**src/rtl/uart_pkg.sv**
```systemverilog
// uart_pkg -- shared definitions for the UART transmitter slice.
//   DATA_BITS  : payload bits per frame (LSB first on the line)
//   FRAME_BITS : line bits per frame, start + data (+ parity) + stop
//   state_t    : transmitter FSM state encoding and its constants
// Optional feature macro: UART_TX_PARITY_EN adds an even-parity bit and
// the ST_PARITY state; without it the frame is plain 8N1.
package uart_pkg;

  localparam int unsigned DATA_BITS = 8;

`ifdef UART_TX_PARITY_EN
  localparam int unsigned FRAME_BITS = 11;
`else
  localparam int unsigned FRAME_BITS = 10;
`endif

  typedef logic [2:0] state_t;

  localparam state_t ST_IDLE   = 3'd0;
  localparam state_t ST_START  = 3'd1;
  localparam state_t ST_DATA   = 3'd2;
  localparam state_t ST_STOP   = 3'd3;
`ifdef UART_TX_PARITY_EN
  localparam state_t ST_PARITY = 3'd4;

  function automatic logic even_parity(input logic [DATA_BITS-1:0] d);
    return ^d;
  endfunction
`endif

endpackage

```
**src/rtl/uart_baud_gen.sv**
```systemverilog
// uart_baud_gen -- bit-period counter for the UART transmitter.
// Ports:
//   clk           : rising-edge clock
//   rst_n         : asynchronous active-low reset
//   en            : count while high; held low the counter sits at 0, so the
//                   first period after enable rising is a full DIV cycles
//   tick          : one-cycle pulse on the last cycle of each bit period
//   chipscope_clk : debug square wave toggling at every period wrap, 0 when
//                   disabled
module uart_baud_gen #(
  parameter int unsigned DIV = 13020
) (
  input  logic clk,
  input  logic rst_n,
  input  logic en,
  output logic tick,
  output logic chipscope_clk
);

  localparam int unsigned CNT_W = $clog2(DIV);

  logic [CNT_W-1:0] cnt;
  logic             cs_q;

  assign tick          = en && (cnt == CNT_W'(DIV - 1));
  // Masked so the debug clock reads 0 on the idle cycle after a frame even
  // when an odd number of periods left the toggle register high.
  assign chipscope_clk = cs_q & en;

  always_ff @(posedge clk or negedge rst_n) begin
    if (!rst_n) begin
      cnt  <= '0;
      cs_q <= 1'b0;
    end else if (!en) begin
      cnt  <= '0;
      cs_q <= 1'b0;
    end else if (tick) begin
      cnt  <= '0;
      cs_q <= ~cs_q;
    end else begin
      cnt  <= cnt + CNT_W'(1);
    end
  end

endmodule

```
**src/rtl/uart_tx.sv**
```systemverilog
// uart_tx -- byte-wide UART transmitter, 8N1 framing, LSB first.
// Parameters:
//   CLK_FREQUENCY  : user_clk frequency in Hz
//   UART_FREQUENCY : baud rate; bit period DIV = CLK_FREQUENCY/UART_FREQUENCY (>= 2)
// Ports:
//   user_clk      : clock, rising edge
//   rst_n         : asynchronous active-low reset, aborts any frame in flight
//   start_tx      : level request; accepted on an edge while idle
//   data          : byte to send, captured on the acceptance edge
//   tx_bit        : registered serial line, idle high
//   ready         : high only while idle
//   chipscope_clk : debug clock toggling once per bit period, 0 when idle
// Optional feature macro: UART_TX_PARITY_EN inserts an even-parity bit
// between data[7] and the stop bit (11-bit frame).
module uart_tx
  import uart_pkg::*;
#(
  parameter int unsigned CLK_FREQUENCY  = 125000000,
  parameter int unsigned UART_FREQUENCY = 9600
) (
  input  logic       user_clk,
  input  logic       rst_n,
  input  logic       start_tx,
  input  logic [7:0] data,
  output logic       tx_bit,
  output logic       ready,
  output logic       chipscope_clk
);

  localparam int unsigned DIV = CLK_FREQUENCY / UART_FREQUENCY;

  state_t               state;
  logic [DATA_BITS-1:0] shreg;
  // Position of the bit currently on the line: 0 = start, 1..8 = data.
  logic [3:0]           bit_pos;
  logic                 tick;
`ifdef UART_TX_PARITY_EN
  logic                 parity_q;
`endif

  assign ready = (state == ST_IDLE);

  uart_baud_gen #(
    .DIV (DIV)
  ) u_baud_gen (
    .clk           (user_clk),
    .rst_n         (rst_n),
    .en            (state != ST_IDLE),
    .tick          (tick),
    .chipscope_clk (chipscope_clk)
  );

  always_ff @(posedge user_clk or negedge rst_n) begin
    if (!rst_n) begin
      state   <= ST_IDLE;
      tx_bit  <= 1'b1;
      shreg   <= '0;
      bit_pos <= '0;
`ifdef UART_TX_PARITY_EN
      parity_q <= 1'b0;
`endif
    end else begin
      case (state)
        ST_IDLE: begin
          if (start_tx) begin
            state   <= ST_START;
            tx_bit  <= 1'b0;
            shreg   <= data;
            bit_pos <= '0;
`ifdef UART_TX_PARITY_EN
            parity_q <= even_parity(data);
`endif
          end
        end

        ST_START: begin
          if (tick) begin
            state   <= ST_DATA;
            tx_bit  <= shreg[0];
            shreg   <= shreg >> 1;
            bit_pos <= bit_pos + 4'd1;
          end
        end

        ST_DATA: begin
          if (tick) begin
            bit_pos <= bit_pos + 4'd1;
            if (bit_pos == 4'(DATA_BITS)) begin
`ifdef UART_TX_PARITY_EN
              state  <= ST_PARITY;
              tx_bit <= parity_q;
`else
              state  <= ST_STOP;
              tx_bit <= 1'b1;
`endif
            end else begin
              tx_bit <= shreg[0];
              shreg  <= shreg >> 1;
            end
          end
        end

`ifdef UART_TX_PARITY_EN
        ST_PARITY: begin
          if (tick) begin
            state   <= ST_STOP;
            tx_bit  <= 1'b1;
            bit_pos <= bit_pos + 4'd1;
          end
        end
`endif

        ST_STOP: begin
          // The stop bit is always the last frame position.
          if (tick && (bit_pos == 4'(FRAME_BITS - 1))) begin
            state   <= ST_IDLE;
            bit_pos <= '0;
          end
        end

        default: begin
          state  <= ST_IDLE;
          tx_bit <= 1'b1;
        end
      endcase
    end
  end

endmodule

```
**config.mk**
```make
export PLATFORM = sky130hd
export DESIGN_NAME = uart_tx
export DESIGN_NICKNAME = d
export VERILOG_FILES = /design/src/rtl/uart_pkg.sv /design/src/rtl/uart_baud_gen.sv /design/src/rtl/uart_tx.sv
export SDC_FILE = /design/constraint.sdc
export NUM_CORES = 1
export LEC_CHECK = 0
export BUFFER_PORTS_ARGS = -buffer_cell sky130_fd_sc_hd__clkbuf_2
export CAP_MARGIN = 0
export CORE_ASPECT_RATIO = 0.75
export CORE_MARGIN = 10
export CORE_UTILIZATION = 58
export DETAILED_ROUTE_END_ITERATION = 6
export HOLD_SLACK_MARGIN = 0.02
export PLACE_DENSITY = 0.78
export SLEW_MARGIN = 20
export SYNTH_ARGS = -nofsm -noshare
export SYNTH_HDL_FRONTEND = slang
export SYNTH_SLANG_ARGS = --single-unit
```
**constraint.sdc**
```tcl
create_clock -name user_clk -period 2.7 [get_ports user_clk]
set_clock_uncertainty 0.2 [all_clocks]
set_input_delay 0 -clock user_clk [delete_from_list [all_inputs] [get_ports user_clk]]
set_output_delay 0 -clock user_clk [all_outputs]
set_load 0.02 [all_outputs]
```
==> qor.csv, run 1 <==
stage;metric;value;unit
outcome;status;finished clean;
detailed_routing;drt total wl;3050;µm
run;max-cap violation count;0;
synthesis;main combinational cell family by area after synthesis;simple AND/OR/NAND/NOR gates;
synthesis;synthesis-stage register bit count;30;
clock_tree;clk slew on worst S/H paths;0.06;ns
synthesis;predominant post-synthesis flop cell;dfrtp_1;
setup_path;WP data arrival;2.47;ns
floorplanning;full die area;0.00534;mm²
setup_path;CP Max Fanout;7;
sta;final hold violation count;0;
placement;Port Buffers;13;
sta;final setup violation count;0;
final_layout;nets;209;
setup_path;worst setup path class;reg -> reg;
synthesis;Synth Area per Inst;9.96;µm²
sta;minimum clock period;2.50;ns
floorplanning;Core Area;0.00264;mm²
sta;Slew @ Worst Pin;0.731;ns
final_layout;ratio of cells with drive above 1 in the final layout;0.147;
sta;RSZ-0062 raised after global routing;no;
final_layout;P&R area growth vs syn;16.9;%
setup_path;Crit. End Element;flop;
power;Leak;0.000899;µW
floorplanning;Rows;16;
detailed_routing;total iterations of the first detailed-routing run;4;
detailed_routing;WL per Instance;13.5;µm
global_routing;GR Util All Layers;0.134;
global_routing;largest net degree at the start of global routing;31;
detailed_routing;via count;1207;
final_layout;fin area;0.00190;mm²
global_routing;first-pass GRT wire length;5530;µm
sta;Max Slew Vio Count;0;
floorplanning;Ports;14;
synthesis;synthesized-area fraction occupied by and/or/nand/nor cells;0.219;
global_routing;total grt overflow;0;
synthesis;post-synthesis compound-gate area fraction;0.108;
synthesis;Post-Synth XOR/XNOR Area;0.0701;
synthesis;post-synthesis cell area;0.00162;mm²
detailed_routing;Final ANT Viol Nets;0;
global_routing;number of global-route vias before repair;1219;
setup_path;Crit. Startpoint;state[0];
sta;setup TNS;0;ns
synthesis;Synth Area in Adders;0.0616;
detailed_routing;drt first-iter violations;106;
clock_tree;H-tree depth;2;
synthesis;mux cell area share after synthesis;0.0501;
clock_tree;CTS tree;built;
placement;DP HPWL;2200;µm
setup_path;CP Launch Type;flop;
power;Max VDD drop;329;µV
final_layout;FILL cells;198;
floorplanning;Die Y;65.8;µm
detailed_routing;DRC;0;
power;power consumption;829;µW
synthesis;syn_nets;182;
synthesis;Post-synth EDFFs;0;
synthesis;synth warn;0;
clock_tree;TritonCTS Buffers;5;
floorplanning;Die Width;81.1;µm
sta;Max-Slew Margin vs Limit;0.513;
clock_tree;Clock Tree Root;clkbuf_8;
synthesis;Unique masters post-synth;42;
sta;fmax;0.400;GHz
synthesis;asr flop ratio synth;1.00;
clock_tree;CTS Sinks;30;
sta;Tcrit/Tclk final;0.926;
placement;Area after DPL;0.00173;mm²
placement;GP Congestion;0.877;
setup_path;Req. time, crit path;2.67;ns
clock_tree;CTS Buffer Depth;2;
power;pwr dens;437;mW/mm²
final_layout;ant diodes;0;
synthesis;register area share after synthesis;0.463;
synthesis;Gate Count Post-Synth;163;
clock_tree;Post-CTS Setup Bufs;0;
clock_tree;clock latency at the later pin of the worst-skew pair;0.29;ns
global_routing;initial antenna violation count;0;
floorplanning;initial core utilization;0.615;
worst_hold_path;HP Class;in -> async;
detailed_routing;DR vias/cell;5.34;
setup_path;worst r2r src;state[0];
[worst max-delay path: stages, from the launching register on]
cell	delay [ns]
dfrtp_1	0.39
inv_1	0.10
ha_1	0.30
nor3b_1	0.21
nand4_1	0.22
o21a_1	0.32
a211o_1	0.32
mux2_1	0.31
[cell type report]
cell class | count | area [µm²] | share of cell area
timing repair buffer | 24 | 170 | 0.0897
clock buffer | 5 | 68.8 | 0.0363
inverter | 7 | 26.3 | 0.0138
clock inverter | 2 | 10.0 | 0.00527
tap | 36 | 45.0 | 0.0237
sequential | 30 | 752 | 0.396
multi-input combinational | 122 | 826 | 0.435
[stage by stage]
| stage | setup WS, ns | cells | hold slack, ns | utilization |
|---|---|---|---|---|
| floorplan | 0.353 | 163 | -0.496 | - |
| global placement | 0.363 | 210 | -0.119 | 0.654 |
| detailed placement | 0.216 | 210 | -0.106 | 0.654 |
| CTS | 0.202 | 226 | 0.0808 | 0.718 |
| global route | 0.0379 | 226 | 0.160 | 0.718 |
| finish | 0.201 | 226 | 0.101 | 0.718 |
[cells in the mapped netlist (all sizes together) (2+ instances only)]
cell    count  area share
xor2        6       0.032
mux2i       7       0.043
buf         2      0.0077
o21a        2      0.0092
nand2      10       0.023
nand2b      2      0.0077
and3        2      0.0077
ha          8       0.062
nor2b       3       0.012
nand3b      4       0.018
xnor2       7       0.038
clkbuf      2      0.0046
nand3       5       0.015
o21ai       8       0.025
or2         2      0.0077
dfrtp      29        0.45
a21oi       8       0.025
inv         7       0.016
nand4       2      0.0077
nor2       27       0.062
[final timing paths]
kind | endpoint | slack [ns] | depth (start not counted)
max reg2reg | state[1] | 0.20 | 7
max | state[1] | 0.20 | 7
max in group asynchronous | u_baud_gen.cnt[0] | 1.73 | 2
min reg2reg | u_baud_gen.cnt[0] | 0.27 | 1
min | u_baud_gen.cs_q | 0.10 | 2
min in group user_clk | bit_pos[3] | 0.11 | 5
[cell families (layout without fill, tap and decap cells)]
| logic type | after synthesis | count (layout) |
|---|---|---|
| AO/OA/AOI/OAI | 25 | 25 |
| XOR/XNOR | 13 | 13 |
| adder cells (fa/ha/maj) | 8 | 8 |
| buffers and inverters | 11 | 38 |
| flip-flops | 30 | 30 |
| multiplexers | 8 | 8 |
| AND/OR/NAND/NOR | 68 | 68 |
[sequential cells by signal, summed over array words and instances, names as in the netlist]
name             flops
state                2
u_baud_gen.cs_q      1
shreg                8
u_baud_gen.cnt      14
bit_pos              4
tx_bit               1
[metal layers]
metal,global-route usage,part of all wire,vias up
met2,0.188,0.44,18
li1,-,-,612
met4,0.0841,0.019,0
met1,0.171,0.49,570
met3,0.0448,0.044,7
met5,0,0,-
[cell usage in the layout (no fill, tap or decap), types with 2 or more instances in the layout]
master / Yosys / routed
a21oi_1: 8 / 8
and3_1: 2 / 2
buf_4: 1 / 2
clkbuf_2: 0 / 13
clkbuf_8: 0 / 5
clkinv_2: 0 / 2
dfrtp_1: 29 / 29
dlygate4sd3_1: 0 / 9
ha_1: 8 / 8
inv_1: 7 / 7
mux2i_1: 7 / 7
nand2_1: 10 / 10
nand2b_1: 2 / 2
nand3_1: 5 / 5
nand3b_1: 4 / 4
nand4_1: 2 / 2
nor2_1: 27 / 27
nor2b_1: 3 / 3
o21a_1: 2 / 2
o21ai_0: 8 / 8
xnor2_1: 7 / 7
xor2_1: 6 / 6
[where the power goes]
part           switching [µW]  total (µW)  internal (µW)
clock network             162         334            172
logic                    16.6        35.6           18.9
registers                3.41         459            456
total                     182         829            647
[timing repair]
item,4_1_cts,5_1_grt
gates resized for setup,0,0
endpoints found under the hold margin,38,0
hold buffers,9,0
Note: power is estimated with default switching activity, not from simulation.
==> inputs of run 2 (changes only) <==
--- a/config.mk
+++ b/config.mk
@@ -10,6 +10,7 @@
 export CORE_ASPECT_RATIO = 0.75
 export CORE_MARGIN = 10
 export CORE_UTILIZATION = 58
+export CTS_BUF_LIST = sky130_fd_sc_hd__clkbuf_8 sky130_fd_sc_hd__clkbuf_16
 export DETAILED_ROUTE_END_ITERATION = 6
 export HOLD_SLACK_MARGIN = 0.02
 export PLACE_DENSITY = 0.78
==> constraint.sdc (replaced) <==
create_clock -name user_clk -period 2.5 [get_ports user_clk]
set_clock_uncertainty 0.2 [all_clocks]
set_input_delay 0 -clock user_clk [delete_from_list [all_inputs] [get_ports user_clk]]
set_output_delay 0 -clock user_clk [all_outputs]
set_load 0.02 [all_outputs]
==> run 2 against run 1 <==
Sequential share of layout area fell by 0.82 points. Worst setup slack worse by 0.091 ns. Critical path depth unchanged. Register-to-register slack got worse by 0.09 ns. Critical endpoint unchanged. Largest cell class unchanged. Highest routed layer unchanged.
==> qor.csv, run 2 (synthesis gave the netlist of run 1 again) <==
stage;metric;value;unit;change
sta;final setup violation count;0;;unchanged
final_layout;Seq. cell area;752;µm²;unchanged
sta;Max-Slew Margin vs Limit;0.516;;+0.00349
detailed_routing;DR vias/cell;5.58;;+4.5%
worst_hold_path;HP Class;in -> async;;
clock_tree;CTS Sinks;30;;unchanged
clock_tree;CTS tree;built;;
clock_tree;TritonCTS Buffers;5;;unchanged
detailed_routing;via count;1284;;+6.4%
sta;Slew @ Worst Pin;0.726;ns;-0.00523 ns
power;pwr dens;464;mW/mm²;+6.1%
placement;DP HPWL;2380;µm;+7.9%
global_routing;number of global-route vias before repair;1322;;+8.4%
power;switching part of the total;0.222;;+0.00226
final_layout;nets;213;;+1.9%
outcome;status;finished clean;;
power;Leak;0.000921;µW;+2.4%
power;Comb pwr share;0.043;;about the same
final_layout;area of the multi-input gates;836;µm²;+1.2%
setup_path;CP delay by family, top;compound AO/OA/AOI/OAI gates;;
detailed_routing;DRC;0;;unchanged
global_routing;GR Util All Layers;0.138;;+0.00423
setup_path;FF-to-FF path depth;7;;unchanged
sta;setup TNS;0;ns;unchanged
setup_path;Crit path depth;7;;unchanged
placement;Area after DPL;0.00174;mm²;+0.87%
clock_tree;H-tree depth;2;;unchanged
setup_path;WP data arrival;2.35;ns;-0.12 ns
floorplanning;initial core utilization;0.615;;unchanged
floorplanning;Die Width;81.1;µm;unchanged
run;max-cap violation count;0;;unchanged
floorplanning;Rows;16;;unchanged
final_layout;ratio of cells with drive above 1 in the final layout;0.175;;+0.0279
floorplanning;Core Area;0.00264;mm²;unchanged
clock_tree;Clock Tree Root;clkbuf_8;;
final_layout;fin area;0.00194;mm²;+2.1%
sta;Max Slew Vio Count;0;;unchanged
final_layout;Largest regs;u_baud_gen.cnt (14), shreg (8), bit_pos (4);;
clock_tree;clk slew on worst S/H paths;0.06;ns;about the same
detailed_routing;drt total wl;3400;µm;+12%
power;Clk pwr share;0.405;;+0.002
setup_path;critical path's slowest cell;dfrtp_1;;
sta;final hold violation count;0;;unchanged
detailed_routing;drt first-iter violations;115;;+8.5%
final_layout;FILL cells;193;;-2.5%
sta;minimum clock period;2.39;ns;-0.109 ns
placement;Port Buffers;13;;unchanged
power;Int Pwr;699;µW;+8.0%
power;sw power;200;µW;+9.5%
power;register share of total power;0.552;;-0.002
sta;fmax;0.418;GHz;+4.5%
final_layout;Largest register FFs;14;;unchanged
sta;Tcrit/Tclk final;0.956;;+0.0306
final_layout;P&R area growth vs syn;19.3;%;
final_layout;most frequent cells in the layout;dfrtp_1, nor2_1, clkbuf_2;;
final_layout;commonest non-fill, non-tap cell in the layout;dfrtp_1;;
global_routing;largest net degree at the start of global routing;31;;unchanged
detailed_routing;total iterations of the first detailed-routing run;4;;unchanged
detailed_routing;Final ANT Viol Nets;0;;unchanged
setup_path;CP Max Fanout;7;;unchanged
final_layout;ant diodes;0;;unchanged
setup_path;cells along the critical path;inv_1, ha_2, nor3b_1, nand4_1, o21a_4, a211o_1, mux2_1;;
global_routing;first-pass GRT wire length;5840;µm;+5.6%
floorplanning;Ports;14;;unchanged
setup_path;worst setup path class;reg -> reg;;
setup_path;Crit. End Element;flop;;
placement;GP Congestion;0.859;;-2.1%
setup_path;Buf+Inv Stages, Crit Path;1;;unchanged
global_routing;initial antenna violation count;0;;unchanged
floorplanning;Die Y;65.8;µm;unchanged
clock_tree;clock latency at the later pin of the worst-skew pair;0.28;ns;about the same
clock_tree;CTS Buffer Depth;2;;unchanged
final_layout;Biggest register;u_baud_gen.cnt;;
setup_path;Req. time, crit path;2.46;ns;-0.21 ns
floorplanning;full die area;0.00534;mm²;unchanged
power;Max VDD drop;365;µV;+11%
setup_path;slowest cell delay on critical path;0.40;ns;about the same
detailed_routing;WL per Instance;14.8;µm;+9.7%
setup_path;CP Launch Type;flop;;
global_routing;total grt overflow;0;;unchanged
run 2: cell count changes in the layout (fill, tap and decap cells not counted), sizes merged:
cell  delta
buf      +4
run 2: path summary, 6_finish.rpt:
kind / from / to / slack (ns)
min reg2reg: u_baud_gen.cnt[0] / u_baud_gen.cnt[0] / 0.26
min in group user_clk: start_tx / bit_pos[3] / 0.11
min: rst_n / u_baud_gen.cs_q / 0.11
max: state[0] / state[1] / 0.11
max in group asynchronous: rst_n / bit_pos[0] / 1.53
max reg2reg: state[0] / state[1] / 0.11
run 2: repair_timing:
item                                    4_1_cts  5_1_grt
hold buffers                                  9        0
endpoints found under the hold margin        38        0
buffers inserted                              0        2
endpoints found under the setup margin        0        2
resized for setup                             0        3
run 2: metal layers:
metal  track usage  vias up  wire [µm]
li1              -      616          -
met1         0.172      623       1540
met2         0.213       41       1600
met3        0.0435        4        240
met4        0.0625        0         25
met5             0        -          0
run 2: power by group through the flow:
stage,Sequential (µW),Clock [µW],Combinational (µW)
detailed placement,505,0,28.5
CTS,496,370,39.2
global route,497,391,44.8
finish,496,364,38.6
global placement,504,0,27.1
floorplan,504,0,9.69
run 2: stage by stage:
stage	setup WS (ns)	cells	power [µW]	util	hold slack (ns)
6_report	0.110	230	899	0.733	0.106
5_1_grt	-0.00490	230	933	0.733	0.174
4_1_cts	0.0439	228	906	0.724	0.0922
3_5_place_dp	0.0491	212	533	0.660	-0.102
3_3_place_gp	0.209	212	531	0.660	-0.115
2_1_floorplan	0.153	163	513	-	-0.496
run 2: layout make-up:
class | instances | area share
Tap cell | 36 | 0.0232
Clock buffer | 5 | 0.0355
Multi-Input combinational cell | 122 | 0.431
Clock inverter | 2 | 0.00516
Sequential cell | 30 | 0.388
Inverter | 7 | 0.0136
Timing Repair Buffer | 28 | 0.103
